`src/rtl/board_pkg.sv`:
```
// Shared constants and types for the board RAM token word and the board reader FSM.
package board_pkg;

    localparam int CELL_W  = 4;
    localparam int TOK_W   = 2;
    localparam int OCC_BIT = 9;
    localparam int TOK_LSB = 0;
    localparam int CNT_W   = 5;

    typedef logic [TOK_W-1:0] tok_id_t;

    typedef enum logic [2:0] {
        IDLE,
        ADDR,
        WAIT,
        OUT,
        FIN
    } rd_state_t;

endpackage

```
`src/rtl/board_reader_counterwe.sv`:
```
// Up-counter with synchronous clear and enable; clear takes priority over enable.
module counterwe #(
    parameter int W = 4
) (
    input  logic         clk,
    input  logic         rst,
    input  logic         clr,
    input  logic         en,
    output logic [W-1:0] count
);

    logic [W-1:0] count_q;
    logic [W-1:0] count_d;

    always_comb begin
        count_d = count_q;
        if (clr) begin
            count_d = '0;
        end else if (en) begin
            count_d = count_q + W'(1);
        end
    end

    always_ff @(posedge clk) begin
        if (rst) begin
            count_q <= '0;
        end else begin
            count_q <= count_d;
        end
    end

    assign count = count_q;

endmodule

```
`src/rtl/board_reader.sv`:
```
// Scans the board RAM once per start pulse and streams each decoded cell over valid/ready,
// reporting the number of occupied cells when the scan completes.
module board_reader
    import board_pkg::*;
#(
    parameter int N_CELLS = 16,
    parameter int ADDR_W  = 5,
    parameter int DATA_W  = 10,
    parameter int RD_LAT  = 1
) (
    input  logic              clk,
    input  logic              rst,
    input  logic              start,
    output logic [ADDR_W-1:0] addr_ram_board,
    input  logic [DATA_W-1:0] bus_data_i_ram_board,
    output logic              tok_valid,
    input  logic              tok_ready,
    output logic [3:0]        tok_cell,
    output logic [1:0]        tok_id,
    output logic              tok_occupied,
    output logic              busy,
    output logic              done,
    output logic [4:0]        occ_count
);

    rd_state_t          state_q, state_d;
    logic [1:0]         lat_q, lat_d;
    logic [CNT_W-1:0]   run_cnt_q, run_cnt_d;
    logic [CNT_W-1:0]   occ_count_q, occ_count_d;
    logic               tok_valid_q, tok_valid_d;
    logic [CELL_W-1:0]  tok_cell_q, tok_cell_d;
    tok_id_t            tok_id_q, tok_id_d;
    logic               tok_occ_q, tok_occ_d;
    logic               busy_q, busy_d;
    logic               done_q, done_d;

    logic [CELL_W-1:0]  cell_idx;
    logic               accept;
    logic               last_cell;
    logic               idx_clr;
    logic               idx_en;
    logic               unused_word_bits;

    assign accept    = (state_q == OUT) && tok_valid_q && tok_ready;
    assign last_cell = (cell_idx == CELL_W'(N_CELLS - 1));
    assign idx_clr   = (state_q == IDLE) && start;
    // The index stays on the last cell after the final accept; only a new start rewinds it.
    assign idx_en    = accept && !last_cell;

    assign unused_word_bits = ^bus_data_i_ram_board[OCC_BIT-1:TOK_LSB+TOK_W];

    counterwe #(.W(CELL_W)) u_cell_idx (
        .clk   (clk),
        .rst   (rst),
        .clr   (idx_clr),
        .en    (idx_en),
        .count (cell_idx)
    );

    always_comb begin
        state_d     = state_q;
        lat_d       = lat_q;
        run_cnt_d   = run_cnt_q;
        occ_count_d = occ_count_q;
        tok_valid_d = tok_valid_q;
        tok_cell_d  = tok_cell_q;
        tok_id_d    = tok_id_q;
        tok_occ_d   = tok_occ_q;
        busy_d      = busy_q;
        done_d      = 1'b0;

        case (state_q)
            IDLE: begin
                if (start) begin
                    state_d   = ADDR;
                    run_cnt_d = '0;
                    busy_d    = 1'b1;
                end
            end
            ADDR: begin
                lat_d   = '0;
                state_d = WAIT;
            end
            WAIT: begin
                if (lat_q == 2'(RD_LAT - 1)) begin
                    tok_cell_d  = cell_idx;
                    tok_id_d    = bus_data_i_ram_board[TOK_LSB +: TOK_W];
                    tok_occ_d   = bus_data_i_ram_board[OCC_BIT];
                    tok_valid_d = 1'b1;
                    state_d     = OUT;
                end else begin
                    lat_d = lat_q + 2'd1;
                end
            end
            OUT: begin
                if (accept) begin
                    tok_valid_d = 1'b0;
                    run_cnt_d   = run_cnt_q + {{(CNT_W-1){1'b0}}, tok_occ_q};
                    if (last_cell) begin
                        // Publish the final count together with the done pulse.
                        occ_count_d = run_cnt_d;
                        done_d      = 1'b1;
                        state_d     = FIN;
                    end else begin
                        state_d = ADDR;
                    end
                end
            end
            FIN: begin
                busy_d  = 1'b0;
                state_d = IDLE;
            end
            default: begin
                state_d = IDLE;
            end
        endcase
    end

    always_ff @(posedge clk) begin
        if (rst) begin
            state_q     <= IDLE;
            lat_q       <= '0;
            run_cnt_q   <= '0;
            occ_count_q <= '0;
            tok_valid_q <= 1'b0;
            tok_cell_q  <= '0;
            tok_id_q    <= '0;
            tok_occ_q   <= 1'b0;
            busy_q      <= 1'b0;
            done_q      <= 1'b0;
        end else begin
            state_q     <= state_d;
            lat_q       <= lat_d;
            run_cnt_q   <= run_cnt_d;
            occ_count_q <= occ_count_d;
            tok_valid_q <= tok_valid_d;
            tok_cell_q  <= tok_cell_d;
            tok_id_q    <= tok_id_d;
            tok_occ_q   <= tok_occ_d;
            busy_q      <= busy_d;
            done_q      <= done_d;
        end
    end

    assign addr_ram_board = ADDR_W'(cell_idx);
    assign tok_valid      = tok_valid_q;
    assign tok_cell       = tok_cell_q;
    assign tok_id         = tok_id_q;
    assign tok_occupied   = tok_occ_q;
    assign busy           = busy_q;
    assign done           = done_q;
    assign occ_count      = occ_count_q;

endmodule
```
`config.mk`:
```
export PLATFORM = sky130hd
export DESIGN_NAME = board_reader
export DESIGN_NICKNAME = d
export VERILOG_FILES = /design/src/rtl/board_pkg.sv /design/src/rtl/board_reader_counterwe.sv /design/src/rtl/board_reader.sv
export SDC_FILE = /design/constraint.sdc
export NUM_CORES = 1
export LEC_CHECK = 0
export CAP_MARGIN = 20
export CORE_MARGIN = 2
export CORE_UTILIZATION = 45
export CTS_CLUSTER_SIZE = 16
export DETAILED_ROUTE_END_ITERATION = 8
export PLACE_DENSITY = 0.72
export SLEW_MARGIN = 20
export SYNTH_ARGS = -nofsm -noshare
export SYNTH_HDL_FRONTEND = slang
export SYNTH_SLANG_ARGS = --single-unit
```
`constraint.sdc`:
```
create_clock -name clk -period 4 [get_ports clk]
set_input_delay 0.4 -clock clk [delete_from_list [all_inputs] [get_ports clk]]
set_output_delay 0.4 -clock clk [all_outputs]
set_load 0.02 [all_outputs]
```
==> run metrics <==
CP Capture Type primary output; worst clock skew 0.00509 ns; Worst Tran Pin Value 0.918 ns; # resized after CTS 0; cell depth of the worst setup path 1; clock slew at reported path FFs 0.09 ns; mean area per synthesized cell 9.04 sq um; Largest delay share family, worst path buffers and inverters; LEAKAGE 0.591 nW; vias in the first global route 1029; fmax 0.547 GHz; layout cell share with drive strength beyond 1 0.0819; gp weighted congestion 0.742; fillers 243; final worst-path setup slack 2.17 ns; Final setup viols 0; Clock H-tree levels 2; slowest stage delay, CP 0.65 ns; CP Max Fanout 7; Chip Height 58.0 um; critical-path cell list clkdlybuf4s50_1; Top FF cell, synth dfxtp_1; Power Density 423 nW/um^2; Mapped Area 1310 sq um; Crit. Startpoint u_cell_idx.count[3]$_SDFFE_PP0P_; drt total wl 2640 um; GRT Total Usage 0.181; setup bufs post-CTS 0; kind of critical path register to primary output; num rows 19; nets 188; Initial Util 0.475; HPWL Detailed 1860 um; Placement Setup Slack 1.81 ns; cts bufs inserted 5; mux share of post-synthesis cell area 0.100; CTS Root Cell clkbuf_4; Synth Area in Simple Gates 0.243; via count 1112; CP bufs+invs 1; Final Cycle Share 0.457; # diodes 0; number of synthesized register bits 29; Routed wire per std cell 13.1 um; Iter 0 DRT Violations 43; Final Max Slew Viols 0; Critical Path End addr_ram_board[3]; syn nets 163; worst skew pair latency 0.33 ns; cell total after placement 194; worst rel slew slack 0.386; Sink Count 29; Slowest cell on crit path clkdlybuf4s50_1; global-route wire length before repair 4510 um; worst-case reg-to-reg path depth 4; Reg2Reg Setup Slack 2.23 ns; initial antenna violation count 0; first-pass iteration count of the detailed router 4; Seq/Total Area, Yosys 0.443; PortBufs 25; remaining antenna violation count 0; Adder-Cell Fraction of Synth Area 0.0382; final worst path period need 1.83 ns; final hold violations 0; grt ovf 0; post-route setup TNS 0 ns; die area 3360 sq um; Syn. warnings 0; pin count of the biggest net entering global routing 28; cell depth of the worst hold path 2; io pins 34; Critical Path Start Type register; Hold Buf Count CTS 0; commonest cells after routing, fill and taps aside dfxtp_1, clkdlybuf4s50_1, nor2_1; Worst Path Required 3.60 ns; Post-synth EDFFs 0; distinct cell type count after synthesis 37; DRC Markers 0; worst reg2reg endpoint run_cnt_q[3]$_SDFFE_PP0P_; Reg-to-Reg Start state_q[1]$_SDFFE_PP0P_; status finished clean; combinational family with the most area after synthesis simple AND/OR/NAND/NOR gates; Area Overhead vs Synth 26.0%; Async S/R FF share, synth 0; DIE WIDTH 58.0 um; Syn Inst Count 145; core area 2760 sq um; RSZ-0062 raised after global routing no; type of the worst min-delay path register to register; Synth Area in Compound Gates 0.103; Max clock buf depth 2; XOR/XNOR share of the synthesized area 0.0267; Max rail drop VDD 0.350 mV; Non-Filler Instances 202; most common cell after layout, fill and taps aside dfxtp_1; crit path DAT 1.43 ns; via/cell ratio 5.50; CTS tree built; Max Cap Viol 0
==> per-layer routing <==
layer / part of all wire / global-route usage / routed length, um
met1: 0.44 / 0.209 / 1170
met2: 0.46 / 0.287 / 1200
met3: 0.075 / 0.0670 / 198
met4: 0.026 / 0.103 / 68
met5: 0 / 0 / 0
==> registers in the layout, summed over array words and instances, names as in the netlist <==
register / count
tok_id: 2
tok_valid: 1
tok_cell: 4
lat_q: 2
tok_occupied: 1
busy: 1
run_cnt_q: 5
done: 1
state_q: 3
occ_count: 5
u_cell_idx.count: 4
==> per-stage QoR <==
stage	cell area [sq um]	util	total power [mW]	hold slack, ns
after floorplan	1310	-	0.419	0.436
after global routing	1650	0.599	0.733	0.507
after CTS	1650	0.599	0.707	0.471
final	1650	0.599	0.698	0.468
after detailed placement	1570	0.568	0.452	0.459
after global placement	1570	0.568	0.450	0.446
==> worst min path at each step <==
stage / start / end / slack (ns)
2_1_floorplan: run_cnt_q[0]$_SDFFE_PP0P_ / run_cnt_q[0]$_SDFFE_PP0P_ / 0.44
3_3_place_gp: run_cnt_q[0]$_SDFFE_PP0P_ / run_cnt_q[0]$_SDFFE_PP0P_ / 0.45
3_5_place_dp: run_cnt_q[4]$_SDFFE_PP0P_ / run_cnt_q[4]$_SDFFE_PP0P_ / 0.46
4_1_cts: run_cnt_q[4]$_SDFFE_PP0P_ / run_cnt_q[4]$_SDFFE_PP0P_ / 0.47
5_1_grt: run_cnt_q[0]$_SDFFE_PP0P_ / run_cnt_q[0]$_SDFFE_PP0P_ / 0.51
6_report: run_cnt_q[4]$_SDFFE_PP0P_ / run_cnt_q[4]$_SDFFE_PP0P_ / 0.47
==> kinds of logic after synthesis <==
group | count (synthesis)
other | 1
AOI/OAI and AO/OA | 22
DFF | 29
buffers and inverters | 12
muxes | 13
and+or+nand+nor | 60
adders and majority gates | 4
xor gates and xnor gates | 4
==> cell type report <==
cell class              count  area (sq um)  area share
clock inverters             1          30.0      0.0182
inverters                   4          15.0     0.00909
repair buffers             26           258       0.156
multi-input cells         104           674       0.408
flip-flops and latches     29           581       0.352
clock buffers               7          55.1      0.0333
well taps                  31          38.8      0.0235
==> cell usage after synthesis, types with 3 or more instances <==
cell | instances | area [sq um]
nand3_1 | 8 | 40.0
dfxtp_1 | 29 | 581
mux2i_1 | 12 | 120
nor2_1 | 22 | 82.6
a21oi_1 | 11 | 55.1
buf_2 | 3 | 15.0
nand2_1 | 8 | 30.0
nor3_1 | 5 | 25.0
xnor2_1 | 3 | 26.3
ha_1 | 4 | 50.1
clkbuf_1 | 3 | 11.3
inv_1 | 4 | 15.0
==> report_power, final <==
group	switching (mW)	total (mW)	internal (mW)
clock network	0.102	0.252	0.149
logic	0.0624	0.119	0.0562
registers	0.0256	0.328	0.302
total	0.190	0.698	0.507
No activity file was read; power rests on OpenSTA's default activity.
